<file path="config.mk">
export PLATFORM = sky130hd
export DESIGN_NAME = wb_commit
export DESIGN_NICKNAME = d
export VERILOG_FILES = /design/src/rtl/wb_commit_pkg.sv /design/src/rtl/wb_commit_lr_queue.sv /design/src/rtl/wb_commit.sv
export SDC_FILE = /design/constraint.sdc
export NUM_CORES = 1
export LEC_CHECK = 0
export CORE_MARGIN = 1
export CORE_UTILIZATION = 45
export CTS_CLUSTER_SIZE = 20
export DETAILED_ROUTE_END_ITERATION = 8
export PLACE_DENSITY_LB_ADDON = 0.2
export SYNTH_ARGS = -nofsm -noshare
export SYNTH_HDL_FRONTEND = slang
export SYNTH_SLANG_ARGS = --single-unit
</file>
<file path="constraint.sdc">
create_clock -name clk -period 2.46 [get_ports clk]
set_clock_uncertainty 0.05 [all_clocks]
set_input_delay 0.615 -clock clk [delete_from_list [all_inputs] [get_ports clk]]
set_output_delay 0.615 -clock clk [all_outputs]
set_load 0.01 [all_outputs]
</file>
<file path="src/rtl/wb_commit_pkg.sv">
// Shared widths, types and helpers for the write-back commit unit.
package wb_commit_pkg;

    localparam int REG_AW = 5;
    localparam int REG_W  = 32;

    typedef logic [REG_AW-1:0] reg_addr_t;
    typedef logic [REG_W-1:0]  reg_data_t;

    localparam reg_addr_t ZERO_ADDR = '0;
    localparam reg_data_t ZERO_WORD = '0;

    // Register 0 is hard-wired; writes to it are meaningless and never tracked.
    function automatic logic addr_nonzero(input reg_addr_t a);
        return a != ZERO_ADDR;
    endfunction

endpackage

</file>
<file path="src/rtl/wb_commit_lr_queue.sv">
// Circular buffer of long-latency results. Entries can be squashed in place
// (valid cleared, slot kept) so arrival order and occupancy stay intact.
module wb_lr_queue
    import wb_commit_pkg::*;
#(
    parameter  int DEPTH = 4,
    localparam int PW    = $clog2(DEPTH),
    localparam int CW    = PW + 1
) (
    input  logic            clk,
    input  logic            rst_n,
    input  logic            push_i,
    input  reg_addr_t       push_addr_i,
    input  reg_data_t       push_data_i,
    input  logic            pop_i,
    input  logic            squash_i,
    input  reg_addr_t       squash_addr_i,
    input  reg_addr_t       match1_addr_i,
    input  reg_addr_t       match2_addr_i,
    output logic            head_valid_o,
    output logic            head_occupied_o,
    output reg_addr_t       head_addr_o,
    output reg_data_t       head_data_o,
    output logic            full_o,
    output logic [CW-1:0]   count_o,
    output logic            match1_o,
    output logic            match2_o
);

    logic [DEPTH-1:0] valid_q, valid_d;
    reg_addr_t        addr_q [DEPTH];
    reg_data_t        data_q [DEPTH];
    logic [PW-1:0]    rd_ptr_q, wr_ptr_q;
    logic [CW-1:0]    count_q;
    logic             m1, m2;

    // Valid bits: squash first, then pop/push; the incoming entry is never squashed.
    always_comb begin
        valid_d = valid_q;
        for (int i = 0; i < DEPTH; i++) begin
            if (squash_i && addr_q[i] == squash_addr_i) valid_d[i] = 1'b0;
        end
        if (pop_i)  valid_d[rd_ptr_q] = 1'b0;
        if (push_i) valid_d[wr_ptr_q] = 1'b1;
    end

    // Storage, pointers and occupancy.
    always_ff @(posedge clk or negedge rst_n) begin
        if (!rst_n) begin
            valid_q  <= '0;
            rd_ptr_q <= '0;
            wr_ptr_q <= '0;
            count_q  <= '0;
            for (int i = 0; i < DEPTH; i++) begin
                addr_q[i] <= ZERO_ADDR;
                data_q[i] <= ZERO_WORD;
            end
        end else begin
            valid_q <= valid_d;
            if (push_i) begin
                addr_q[wr_ptr_q] <= push_addr_i;
                data_q[wr_ptr_q] <= push_data_i;
                wr_ptr_q         <= wr_ptr_q + PW'(1);
            end
            if (pop_i) rd_ptr_q <= rd_ptr_q + PW'(1);
            count_q <= count_q + CW'(push_i) - CW'(pop_i);
        end
    end

    // Hazard match ports: only live (unsquashed) entries count.
    always_comb begin
        m1 = 1'b0;
        m2 = 1'b0;
        for (int i = 0; i < DEPTH; i++) begin
            if (valid_q[i] && addr_q[i] == match1_addr_i) m1 = 1'b1;
            if (valid_q[i] && addr_q[i] == match2_addr_i) m2 = 1'b1;
        end
    end

    assign match1_o        = m1 & addr_nonzero(match1_addr_i);
    assign match2_o        = m2 & addr_nonzero(match2_addr_i);
    assign head_valid_o    = valid_q[rd_ptr_q];
    assign head_occupied_o = count_q != '0;
    assign head_addr_o     = addr_q[rd_ptr_q];
    assign head_data_o     = data_q[rd_ptr_q];
    assign full_o          = count_q == CW'(DEPTH);
    assign count_o         = count_q;

endmodule

</file>
<file path="src/rtl/wb_commit.sv">
// Write-back commit unit: sole driver of the register-file write port.
// Pipeline results win; queued long-latency results fill idle cycles.
module wb_commit
    import wb_commit_pkg::*;
#(
    parameter  int DEPTH = 4,
    localparam int CW    = $clog2(DEPTH) + 1
) (
    input  logic            clk,
    input  logic            rst,
    input  logic            mem_wreg,
    input  reg_addr_t       mem_wd,
    input  reg_data_t       mem_wdata,
    input  logic            wb_stall,
    input  logic            lr_valid,
    input  reg_addr_t       lr_waddr,
    input  reg_data_t       lr_wdata,
    output logic            lr_ready,
    output logic            we,
    output reg_addr_t       waddr,
    output reg_data_t       wdata,
    input  reg_addr_t       raddr1,
    output logic            pend1,
    input  reg_addr_t       raddr2,
    output logic            pend2,
    output logic [CW-1:0]   lr_count
);

    logic      q_full, q_head_valid, q_head_occ;
    reg_addr_t q_head_addr;
    reg_data_t q_head_data;
    logic      pipe_wr, push, pop;
    logic      we_q, we_d;
    reg_addr_t waddr_q, waddr_d;
    reg_data_t wdata_q, wdata_d;

    assign lr_ready = rst & ~q_full;
    // Writes to r0 are accepted so the producer is not stalled, but dropped.
    assign push     = lr_valid & lr_ready & addr_nonzero(lr_waddr);
    assign pipe_wr  = ~wb_stall & mem_wreg & addr_nonzero(mem_wd);
    // Squashed heads still pop, costing one idle write-port cycle each.
    assign pop      = ~pipe_wr & q_head_occ;

    wb_lr_queue #(.DEPTH(DEPTH)) u_queue (
        .clk             (clk),
        .rst_n           (rst),
        .push_i          (push),
        .push_addr_i     (lr_waddr),
        .push_data_i     (lr_wdata),
        .pop_i           (pop),
        .squash_i        (pipe_wr),
        .squash_addr_i   (mem_wd),
        .match1_addr_i   (raddr1),
        .match2_addr_i   (raddr2),
        .head_valid_o    (q_head_valid),
        .head_occupied_o (q_head_occ),
        .head_addr_o     (q_head_addr),
        .head_data_o     (q_head_data),
        .full_o          (q_full),
        .count_o         (lr_count),
        .match1_o        (pend1),
        .match2_o        (pend2)
    );

    // Priority mux: pipeline, then live queue head; otherwise hold address/data.
    always_comb begin
        we_d    = 1'b0;
        waddr_d = waddr_q;
        wdata_d = wdata_q;
        if (pipe_wr) begin
            we_d    = 1'b1;
            waddr_d = mem_wd;
            wdata_d = mem_wdata;
        end else if (q_head_occ && q_head_valid) begin
            we_d    = 1'b1;
            waddr_d = q_head_addr;
            wdata_d = q_head_data;
        end
    end

    // Registered write port.
    always_ff @(posedge clk or negedge rst) begin
        if (!rst) begin
            we_q    <= 1'b0;
            waddr_q <= ZERO_ADDR;
            wdata_q <= ZERO_WORD;
        end else begin
            we_q    <= we_d;
            waddr_q <= waddr_d;
            wdata_q <= wdata_d;
        end
    end

    assign we    = we_q;
    assign waddr = waddr_q;
    assign wdata = wdata_q;

endmodule

</file>
Word-level counts from Yosys, hierarchy flattened
Index checks and enable logic that the tools add are counted.

Logic and storage cells: 115. Flip-flop bits (word level): 197. Input port bits: 89. Output and inout port bits: 44.

Multiplexer cells: 38. Order comparisons: 7. Reductions and logical operators: 22. $add $sub $neg: 4. Equality and inequality tests: 13. Bitwise operators: 16.

Operators by type and width (count): 2-to-1 mux 32 bit (5); bitwise mux 128 bit (1); binary-select mux 32 bit (select 2 bit) (1); demux 32 bit (select 2 bit) (1); == test 5 bit (12); 2-to-1 mux 5 bit (5); bitwise mux 20 bit (1); nonzero test 5 bit (4); 2-to-1 mux 1 bit (17); logical AND 1 bit (16); binary-select mux 5 bit (select 2 bit) (1); demux 5 bit (select 2 bit) (1); AND 1 bit (8); 2-to-1 mux 4 bit (2); greater-or-equal comparator 3 bit, second input constant (2); < comparator 2 x 3 -> 1 bit, second input constant (2); NOT 2 -> 3 bit (2); adder 2 x 1 -> 2 bit, second input constant (2); AND 4 bit (1); demux 1 bit (select 2 bit) (2); greater-or-equal comparator 2 x 1 -> 1 bit, second input constant (2); NOT 4 bit (1); OR 4 bit (1); adder 3 x 1 -> 3 bit (1); 7 further kinds (9).

Depth between registers and ports, before layout
Gate-level depths: netlist of run 1.

Word-level depth: 9. Gate-level depth with buffers: 12. Gate-level depth less buffers: 10.

Modules after synthesis
Synthesis of run 1 repeated with hierarchy kept, for this count alone.

Cells, all modules: 651. Area, all modules: 9743.1 um2.

By module, submodules not included: wb_lr_queue (seq. area each 3978.8 um2, times used 1, cells an instance 518, area an instance 7800.0 um2); wb_commit (seq. area each 950.9 um2, times used 1, cells an instance 133, area an instance 1943.1 um2).

Worst setup path after synthesis of run 1
OpenSTA, ideal clock, no wires.

Path kind: input -> register. Start point: input mem_wd[4]. End point: register u_queue.count_q[2], in the netlist u_queue.count_o[2]. Arrival: 2.879 ns. Setup time: 0.129 ns. Path slack: -0.598 ns. Buffers on the path: 2. Stages on the path: 12. Data required time: 2.281 ns. Path through: buf_2 or4_1 o21a_1 buf_6 nor2_2 ha_1 inv_1 ha_1 inv_1 fa_1 xnor2_1 xnor2_1.

Word-level cells in the longest chain between the ends: 5.

Ends and longest elaborated chain: start, declared (line wb_commit.sv:12) `input reg_addr_t mem_wd,`; nonzero test 5 bit (line wb_commit_pkg.sv:15) `return a != ZERO_ADDR;`; AND 1 bit (line wb_commit.sv:40) `assign pipe_wr = ~wb_stall & mem_wreg & addr_nonzero(mem_wd);`; NOT 1 bit (line wb_commit.sv:42) `assign pop = ~pipe_wr & q_head_occ;`; AND 1 bit (line wb_commit.sv:42); via pop (line wb_commit.sv:32) `logic pipe_wr, push, pop;`; subtractor 3 x 1 -> 3 bit (line wb_commit_lr_queue.sv:66) `count_q <= count_q + CW'(push_i) - CW'(pop_i);`; end signal, assigned (line wb_commit_lr_queue.sv:66); end, declared (line wb_commit_lr_queue.sv:34) `logic [CW-1:0] count_q;`.

The timed path passes the listed nets, and every way through them passes these cells. A chain may end at the register's enable or synchronous reset.

Worst setup path after layout of run 1
Start point: input raddr1[2]. End point: output pend1.

Word-level cells in the longest chain between the ends: 7. Elaborated cells between the ends (all ways): 14. Classes of those cells: eq/ne: 4; mux: 4; bitwise: 1; reduce/logical: 5.

Ends and longest elaborated chain: start, declared (line wb_commit.sv:22) `input reg_addr_t raddr1,`; == test 5 bit (line wb_commit_lr_queue.sv:75) `if (valid_q[i] && addr_q[i] == match1_addr_i) m1 = 1'b1;`; logical AND 1 bit (line wb_commit_lr_queue.sv:75); 2-to-1 mux 1 bit (4 in a row) (line wb_commit_lr_queue.sv:75); AND 1 bit * (line wb_commit_lr_queue.sv:80) `assign match1_o = m1 & addr_nonzero(match1_addr_i);`; end, declared (line wb_commit.sv:23) `output logic pend1,`.

Mark *: on every way between the ends. The rest lies on a longest branch, timed or not.

==> results of run 1 <==
-- synth_stat cells, types with 2 or more instances --
cell      count
a21oi_1      35
a32o_1        4
buf_1         5
buf_2        12
buf_4         6
buf_6         5
clkbuf_1     21
dfrtp_1     197
ha_1         10
inv_1         8
mux2_1        5
mux2_2      143
mux2i_1      36
mux4_2       38
nand2_1      11
nand2_2       2
nand3_1       8
nand4_1       6
nor2_1       35
nor2b_1       2
nor3_1        5
nor4_1        8
o21a_1        3
o21ai_0       5
or4_1         3
xnor2_1      20
xor2_1       44
-- what timing repair did --
action,in CTS,in global routing
hold buffers,0,0
cloned,0,0
setup buffers,10,1
endpoints found under the setup margin,8,6
resized for setup,63,12
pin swaps,19,12
-- state kept, by name, summed over array words and instances (netlist names) --
register	count
u_queue.data_q	128
wdata	32
u_queue.addr_q	20
waddr	5
u_queue.valid_q	4
u_queue.count_o	3
u_queue.rd_ptr_q	2
u_queue.wr_ptr_q	2
we	1
-- power groups by stage --
stage,Clock (mW),Combinational (mW),Sequential (mW)
final,2.76,7.02,5.93
after global routing,2.95,7.63,6.13
after CTS,2.82,7.04,5.93
after detailed placement,0,6.87,5.99
after global placement,0,6.66,5.85
after floorplan,0,4.29,5.87
-- logic make-up (layout without fill, tap and decap cells) --
logic type,Yosys count,in the layout,share of synthesized area (%)
adders and majority gates,11,11,1.529
AOI/OAI and AO/OA,49,49,2.952
buffers and inverters,57,246,3.045
DFF,197,197,51.93
and+or+nand+nor,84,84,4.271
xor gates and xnor gates,64,64,5.905
muxes,222,222,30.37
-- per-layer routing --
metal | wire length, um | share of wire, %
met1 | 10150 | 45
met2 | 11330 | 50
met5 | 0 | 0
met4 | 223 | 0.98
met3 | 1032 | 4.5
-- layout make-up --
type | instances | area share, %
sequential | 197 | 40.27
multi-input combinational | 430 | 35.41
timing repair buffer | 206 | 16.47
clock buffer | 17 | 3.467
tap | 270 | 2.753
clock inverter | 15 | 1.366
inverter | 8 | 0.2651
-- per-stage QoR --
step	cells	util (%)	worst slack (ns)	power, mW
3_3_place_gp	1101	56.50	-0.7504	12.51
2_1_floorplan	684	-	-0.4775	10.15
6_report	1143	60.06	-0.03389	15.71
5_1_grt	1143	60.06	-0.1422	16.71
4_1_cts	1143	59.85	-0.02983	15.78
3_5_place_dp	1101	56.50	-0.7711	12.86
-- final timing paths --
check,to,slack [ns],cells after the start
setup reg to reg,u_queue.valid_q[1],0.32,13
min in group clk,u_queue.data_q[74],0.44,1
hold / removal,waddr[3],0.34,2
setup / recovery,pend1,-0.03,8
max in group asynchronous,u_queue.addr_q[17],0.39,3
hold reg to reg,u_queue.data_q[74],0.44,1
==> impl_metrics.tcl, run 1 <==
set metrics [dict create \
    cp-end-kind "output port" \
    layout_common_cells "dfrtp_1 (188), mux2_2 (143), clkdlybuf4s50_1 (115)" \
    critPathMaxFanout 3 \
    initial_utilization_pct 46.47 \
    use_met1_pct 30.04 \
    synth_fp_nets 784 \
    worstReg2RegStart "u_queue.count_o[1]" \
    crit_path_cell_trace "clkdlybuf4s15_2, buf_6, xor2_1, nor4_1, nand3_1, nand4_1, o21a_1, buf_2" \
    critPathRequiredTime_ns 1.79 \
    p_seq_share_pct 37.8 \
    use_met3_pct 4.193 \
    drive_above_1_share_pct 37.69 \
    path_clk_slew_ns 0.08 \
    worstSetupPathType "in2out" \
    first_global_vias 6661 \
    dieHeight_um 147.2 \
    clkSinkCount 197 \
    maxSlewViolCount 0 \
    max_stage_delay_ns 0.28 \
    synth_cell_types 34 \
    synth_edf_count 0 \
    rsz0062_at_grt "true" \
    power_density_nw_per_um2 1280 \
    p_leak_nw 5.226 \
    swShare_pct 33.51 \
    intPower_mw 10.44 \
    globalRouteTotalUtil_pct 22.12 \
    routed-via-count 6131 \
    grt_antenna_before_repair 0 \
    startpoint "raddr1[2]" \
    multi_input_area_um2 4345 \
    postRouteWirelength_um 22730 \
    antenna_left 0 \
    layout_commonest_cell "dfrtp_1" \
    timing.hold.ws_ns 0.3388 \
    cts_tree "yes" \
    drc 0 \
    p_comb_share_pct 44.7 \
    synth-seq-cells 197 \
    pin_count 133 \
    portBuffers 132 \
    cpMaxStageDelayCell "nor4_1" \
    dr.pass1.iters 4 \
    peakVddDrop_uv 748.6 \
    arrival_ns 1.83 \
    tightest_slew_ns 1.045 \
    crit_family "simple AND/OR/NAND/NOR gates" \
    switching_power_mw 5.264 \
    cts_max_level 4 \
    netlist_instances 684 \
    relSlewSlack_pct 30.36 \
    postSynth.asyncResetShare_pct 100.0 \
    setup_tns_ns -0.03983 \
    ys.flop_type "dfrtp_1" \
    synth_top_area_share_pct 51.93 \
    grt_pass1_wl_um 36650 \
    grt-busiest-layer "met2" \
    maxCapViolations 0 \
    grt_util_met2_pct 36.79 \
    place.gp.congestion 0.8905 \
    setup_violations 2 \
    period_share_pct 101.4 \
    ys_seq_area_share_pct 51.93 \
    path_buf_inv 3 \
    final_nets 960 \
    synth.largest_area_cell "dfrtp_1" \
    grt_max_degree 86 \
    pwr-share-clk_pct 17.5 \
    drtIter0Drc 271 \
    avgSynthCellArea_um2 13.88 \
    syn_to_final_growth_pct 29.26 \
    status "complete, but fails checks" \
    seq_area_um2 4941 \
    yosysWarnings 0 \
    violations "negative setup slack" \
    synth.top_cells.by_area "dfrtp_1 (52%), mux2_2 (17%), mux4_2 (9.0%), xor2_1 (4.1%), mux2i_1 (3.8%)" \
    nFillCells 1611 \
    fmax_ghz 0.4010 \
    clock_path_buffers 2 \
    grt_overflow 0 \
    holdCritPathClass "in2async" \
    vias_per_cell 5.364 \
    fp-row-count 52 \
    fin_area_um2 12270 \
    root_buffer "clkbuf_16" \
    fin_ws_ns -0.03389 \
    dp.final_hpwl_um 16000 \
    fin_crit_ns 2.494 \
    place_area_um2 11540 \
    coreArea_um2 20430 \
    dieArea_um2 21680 \
    fp.dieW_um 147.2 \
    diodes 0 \
    hold_viol 0 \
    clock_latency_ns 0.43 \
    startpoint_type "input port" \
    wl_per_cell_um 19.89 \
    cts_buffers 17 \
    syn_area_um2 9493 \
]
Power figures use the tool's default switching activity.
==> run 2: changes to the inputs <==
- CAP_MARGIN: not set -> 20
- SYNTH_HIERARCHICAL: not set -> 1
==> run 2 against run 1 <==
Effect of this change:
- largest cell class unchanged
- the flow still finishes with violations (negative setup slack)
- first-iteration DRC count decreased by 30%
- clock power rose by 8.0%
- largest power group unchanged
- via count down 3.6%
- non-clock buffer count is 14 lower
- highest routed layer unchanged
==> impl_metrics.tcl, run 2 <==
set metrics [dict create \
    timing.hold.ws_ns 0.1874 \
    place.gp.congestion 0.9057 \
    fp.dieW_um 149.1 \
    diodes 0 \
    synth.largest_area_cell "dfrtp_1" \
    peakVddDrop_uv 595.9 \
    postRouteWirelength_um 22160 \
    startpoint "u_queue/addr_q[18]" \
    violations "negative setup slack" \
    startpoint_type "register" \
    p_leak_nw 5.345 \
    drtIter0Drc 191 \
    top_register "u_queue/data_q" \
    ys_seq_area_share_pct 50.60 \
    cts_tree "yes" \
    fin_util_pct 58.38 \
    antenna_left 0 \
    largest_reg_flops 128 \
    drc 0 \
    holdCritPathClass "in2async" \
    netlist_instances 651 \
    setup_violations 2 \
    routed-via-count 5909 \
    syn_to_final_growth_pct 26.76 \
    synth_fp_nets 751 \
    vias_per_cell 5.352 \
    r2r_end "u_queue/count_o[2]" \
    syn_area_um2 9743 \
    status "complete, but fails checks" \
    period_share_pct 101.7 \
    yosysWarnings 6 \
    crit_path_cell_trace "xor2_1, nor4_1, nand3_1, nand4_1, o21a_1, buf_2" \
    maxCapViolations 0 \
    first_global_vias 6509 \
    fin_ws_ns -0.04192 \
    cts_max_level 4 \
    coreArea_um2 21150 \
    portBuffers 132 \
    grt_overflow 0 \
    initial_utilization_pct 46.06 \
    dieHeight_um 149.1 \
    arrival_ns 1.84 \
    max_stage_delay_ns 0.46 \
    synth_most_common_cell "mux2_2" \
    synth_common_cells "mux2_2 (210), dfrtp_1 (197), xor2_1 (50)" \
    cts_hold_buffers 0 \
    worstSetupPathType "reg2out" \
    tightest_slew_ns 0.8622 \
    drive_above_1_share_pct 46.68 \
    path_clk_slew_ns 0.08 \
    top_layer "met4" \
    final_nets 916 \
    dp.final_hpwl_um 15450 \
    synth_cell_types 34 \
    fmax_ghz 0.3997 \
    rsz0062_at_grt "true" \
    root_buffer "clkbuf_16" \
    worstReg2RegStart "u_queue/count_o[2]" \
    pin_count 133 \
    reg2reg_depth 9 \
    cpMaxStageDelayCell "dfrtp_2" \
    layout_commonest_cell "mux2_2" \
    fp-row-count 53 \
    wl_per_cell_um 20.07 \
    synth_edf_count 0 \
    avgSynthCellArea_um2 14.97 \
    wl_met2_um 11270 \
    fin_cells 1104 \
    maxSlewViolCount 0 \
    critPathMaxFanout 3 \
    hold_viol 0 \
    ys.flop_type "dfrtp_1" \
    met3WireLength_um 955 \
    grt_max_degree 130 \
    regToRegSetupSlack_ns 0.21 \
    postSynth.asyncResetShare_pct 100.0 \
    fin_crit_ns 2.502 \
    dr.pass1.iters 4 \
    layout_common_cells "mux2_2 (210), dfrtp_1 (189), clkdlybuf4s50_1 (114)" \
    synth_top_area_share_pct 50.60 \
    synth-seq-cells 197 \
    place_inst 1070 \
    dieArea_um2 22240 \
    synth.top_cells.by_area "dfrtp_1 (51%), mux2_2 (24%), mux4_2 (8.8%), xor2_1 (4.5%), buf_6 (1.5%)" \
    grt_antenna_before_repair 0 \
    clock_latency_ns 0.43 \
    wl_met1_um 9542 \
    relSlewSlack_pct 42.52 \
    critPathRequiredTime_ns 1.79 \
    clock_path_buffers 2 \
    clkSinkCount 197 \
    cts_buffers 17 \
    globalRouteTotalUtil_pct 21.20 \
    power_density_nw_per_um2 1304 \
    cp-end-kind "output port" \
    grt_pass1_wl_um 35350 \
]
[run 2: worst max-delay path: cells and delay by family, from the launching register on]
kind | cells | cell delay, ns
and+or+nand+nor | 3 | 0.52
DFF | 1 | 0.46
xor gates and xnor gates | 1 | 0.18
AOI/OAI and AO/OA | 1 | 0.13
buffers and inverters | 1 | 0.12
[run 2: how the worst max path moves through the flow]
| stage | to | slack [ns] | cells after the start |
|---|---|---|---|
| global placement | pend1 | -0.67 | 7 |
| floorplan | u_queue/count_o[2] | -0.47 | 12 |
| global route | pend1 | -0.11 | 6 |
| CTS | pend2 | -0.05 | 6 |
| finish | pend2 | -0.04 | 6 |
| detailed placement | pend2 | -0.81 | 7 |
[run 2: timing repair]
item                       in CTS  in global routing
pin swaps                      23                 12
gates resized for setup        41                 15
setup buffers                   2                  0
setup endpoints to repair      43                  4
[run 2: stage by stage]
stage	setup slack, ns	total power, mW	setup TNS (ns)	area, um^2
final	-0.04192	16.10	-0.04808	12350
after global routing	-0.1102	17.08	-0.2196	12350
after CTS	-0.04965	16.29	-0.06779	12370
after detailed placement	-0.8092	13.21	-51.20	11710
after global placement	-0.6735	12.84	-49.10	11710
after floorplan	-0.4663	10.55	-0.8526	9788
[run 2: cell type report]
type | count | area, um^2
fill | 1685 | 8803
sequential | 197 | 4942
clock buffer | 17 | 425.4
inverter | 9 | 33.78
tap | 275 | 344.1
multi-input combinational | 399 | 4503
timing repair buffer | 192 | 1887
clock inverter | 15 | 215.2
[run 2: metal layers]
layer / up-vias / track usage [%]
met4: 0 / 6.990
li1: 2677 / -
met3: 33 / 3.761
met2: 151 / 36.16
met1: 3048 / 27.27
met5: - / 0
[run 2: kinds of logic (layout without fill, tap and decap cells)]
logic type	after synthesis	after routing	share of synthesized area (%)
fa+ha+maj	11	11	1.490
buf+inv	55	233	3.968
simple gates	58	58	3.108
compound gates	7	7	0.4879
flops	197	197	50.60
xor+xnor	64	64	5.753
mux	259	259	34.60
[run 2: power by group]
part	switching [mW]	leakage (nW)	internal, mW
logic	2.66	2.67	4.49
registers	1.07	2.37	4.89
clock network	1.33	0.306	1.65
total	5.06	5.34	11.0
==> run 3: changes to the inputs <==
--- a/config.mk
+++ b/config.mk
@@ -11,4 +11,5 @@
 export CTS_CLUSTER_SIZE = 20
 export DETAILED_ROUTE_END_ITERATION = 8
+export DONT_BUFFER_PORTS = 1
 export PLACE_DENSITY_LB_ADDON = 0.2
 export SYNTH_ARGS = -nofsm -noshare
--- a/constraint.sdc
+++ b/constraint.sdc
@@ -3,3 +3,3 @@
 set_input_delay 0.615 -clock clk [delete_from_list [all_inputs] [get_ports clk]]
 set_output_delay 0.615 -clock clk [all_outputs]
-set_load 0.01 [all_outputs]
+set_load 0.02 [all_outputs]
==> run 3 against run 2 <==
Effect of this change:
- the run ends with negative hold slack, negative setup slack left
- flip-flop and latch count stayed put
- via count down 9.5%
- sequential power increased by 9.0%
- maximum frequency hardly changed
- critical path depth fell by 1
- combinational power decreased by 17%
- die area unchanged
- clock power up 1%
- global-route usage fell by 0.94 points
- critical endpoint is now pend1
- largest cell class unchanged
- largest power group is now registers
- highest routed layer is now met5
==> impl_metrics.tcl, run 3 (synthesis results as in run 2) <==
set metrics [dict create \
    maxCapViolations 0 \
    wl_per_cell_um 22.63 \
    peakVddDrop_uv 555.2 \
    place.gp.congestion 0.8549 \
    fin_util_pct 51.65 \
    status "complete, but fails checks" \
    tightest_slew_ns 0.6549 \
    final_nets 761 \
    rsz0062_at_grt "true" \
    reg2reg_depth 9 \
    dieHeight_um 149.1 \
    cp-end-kind "output port" \
    maxSlewViolCount 0 \
    grt_overflow 0 \
    hold_viol 197 \
    fp.dieW_um 149.1 \
    cpMaxStageDelayCell "dfrtp_2" \
    startpoint_type "register" \
    globalRouteTotalUtil_pct 20.26 \
    holdCritPathClass "in2async" \
    drtIter0Drc 150 \
    p_comb_share_pct 38.5 \
    place_area_um2 10090 \
    fp-row-count 53 \
    grt_antenna_before_repair 1 \
    coreArea_um2 21150 \
    fin_cells 949 \
    top_register "u_queue/data_q" \
    dieArea_um2 22240 \
    cts_buffers 17 \
    first_global_vias 5859 \
    path_buf_inv 0 \
    setup_violations 1 \
    layout_commonest_cell "mux2_2" \
    power_density_nw_per_um2 1418 \
    syn_to_final_growth_pct 12.15 \
    clkSinkCount 197 \
    pin_count 133 \
    largest_reg_flops 128 \
    worstSetupPathType "reg2out" \
    fin_crit_ns 2.504 \
    fin_ws_ns -0.04438 \
    dp.final_hpwl_um 14130 \
    diodes 0 \
    cts_tree "yes" \
    grt_max_degree 199 \
    timing.hold.ws_ns -0.1742 \
    vias_per_cell 5.636 \
    routed-via-count 5349 \
    fmax_ghz 0.3993 \
    root_buffer "clkbuf_16" \
    relSlewSlack_pct 56.34 \
    fin_total_pwr_mw 15.49 \
    p_leak_nw 4.677 \
    p_seq_share_pct 42.0 \
    fin_area_um2 10930 \
    violations "negative hold slack, negative setup slack" \
    postRouteWirelength_um 21470 \
    regToRegSetupSlack_ns 0.20 \
    max_stage_delay_ns 0.47 \
    portBuffers 0 \
    switching_power_mw 5.059 \
    grt_pass1_wl_um 33220 \
    arrival_ns 1.84 \
    path_clk_slew_ns 0.08 \
    r2r_end "u_queue/count_o[2]" \
    dr.pass1.iters 4 \
    drc 0 \
    antenna_left 0 \
    worstReg2RegStart "u_queue/count_o[1]" \
    clock_latency_ns 0.43 \
    place_inst 903 \
    cts_max_level 4 \
    clock_path_buffers 2 \
    initial_utilization_pct 46.06 \
    critPathMaxFanout 5 \
    drive_above_1_share_pct 54.15 \
    crit_family "simple AND/OR/NAND/NOR gates" \
    period_share_pct 101.8 \
    critPathRequiredTime_ns 1.79 \
    intPower_mw 10.43 \
    crit_path_cell_trace "xor2_1, nor4_2, nand3_1, nand4_1, o21a_2" \
    layout_common_cells "mux2_2 (210), dfrtp_1 (178), xor2_1 (49)" \
    swShare_pct 32.65 \
    pwr-share-clk_pct 19.5 \
]
[run 3: cell types whose count changed in the layout (fill, tap and decap cells not counted), moves of 5 or more]
cell             before  now
dfrtp_1             189  178
buf_4                48   26
clkdlybuf4s15_2       5    0
clkdlybuf4s50_1     114    0
dfrtp_2               7   18
clkbuf_2              7    0
[run 3: worst register-to-register path, delay by kind of cell, from the launching register on]
kind / cells / cell delay (ns)
xor gates and xnor gates: 2 / 0.28
DFF: 1 / 0.47
adders and majority gates: 3 / 0.65
and+or+nand+nor: 2 / 0.61
buffers and inverters: 2 / 0.08
[run 3: through the flow]
step | setup TNS [ns] | worst slack (ns)
after CTS | -0.1039 | -0.06205
after global placement | -0.4076 | -0.1985
after detailed placement | -1.226 | -0.2268
after floorplan | -0.8609 | -0.4746
final | -0.04438 | -0.04438
after global routing | -0.2045 | -0.1137
[run 3: final cells by class]
class | instances | area (um^2)
Tap cell | 275 | 344.1
Timing Repair Buffer | 37 | 415.4
Multi-Input combinational cell | 399 | 4532
Sequential cell | 197 | 4956
Fill cell | 1776 | 10230
Inverter | 9 | 33.78
Clock buffer | 18 | 429.2
Clock inverter | 14 | 216.5
[run 3: per-layer routing]
layer,GRT usage (%),share of wire [%],up-vias
met2,33.47,49,116
met4,6.684,2.0,2
met3,5.933,5.3,31
li1,-,-,2380
met5,0,0.037,-
met1,25.45,43,2820
[run 3: power groups by stage]
stage,combinational (mW),clock [mW],sequential [mW]
global placement,5.56,0,6.46
global route,6.46,3.23,6.70
detailed placement,5.74,0,6.59
CTS,5.94,3.11,6.51
finish,5.96,3.02,6.51
floorplan,4.71,0,6.11
[run 3: repair_timing]
item | in CTS | in global routing
hold endpoints to repair | 197 | 197
resized for setup | 19 | 7
setup endpoints to repair | 2 | 2
pin swaps | 13 | 12
setup buffers | 8 | 6
[run 3: worst max path at each step]
stage / startpoint / endpoint / slack (ns) / cells past startpoint
3_5_place_dp: mem_wd[0] / u_queue/count_o[2] / -0.23 / 10
4_1_cts: u_queue/addr_q[2] / pend1 / -0.06 / 6
2_1_floorplan: mem_wd[0] / u_queue/count_o[2] / -0.47 / 12
6_report: u_queue/addr_q[13] / pend1 / -0.04 / 5
5_1_grt: u_queue/addr_q[13] / pend1 / -0.11 / 5
3_3_place_gp: mem_wd[0] / u_queue/count_o[2] / -0.20 / 10
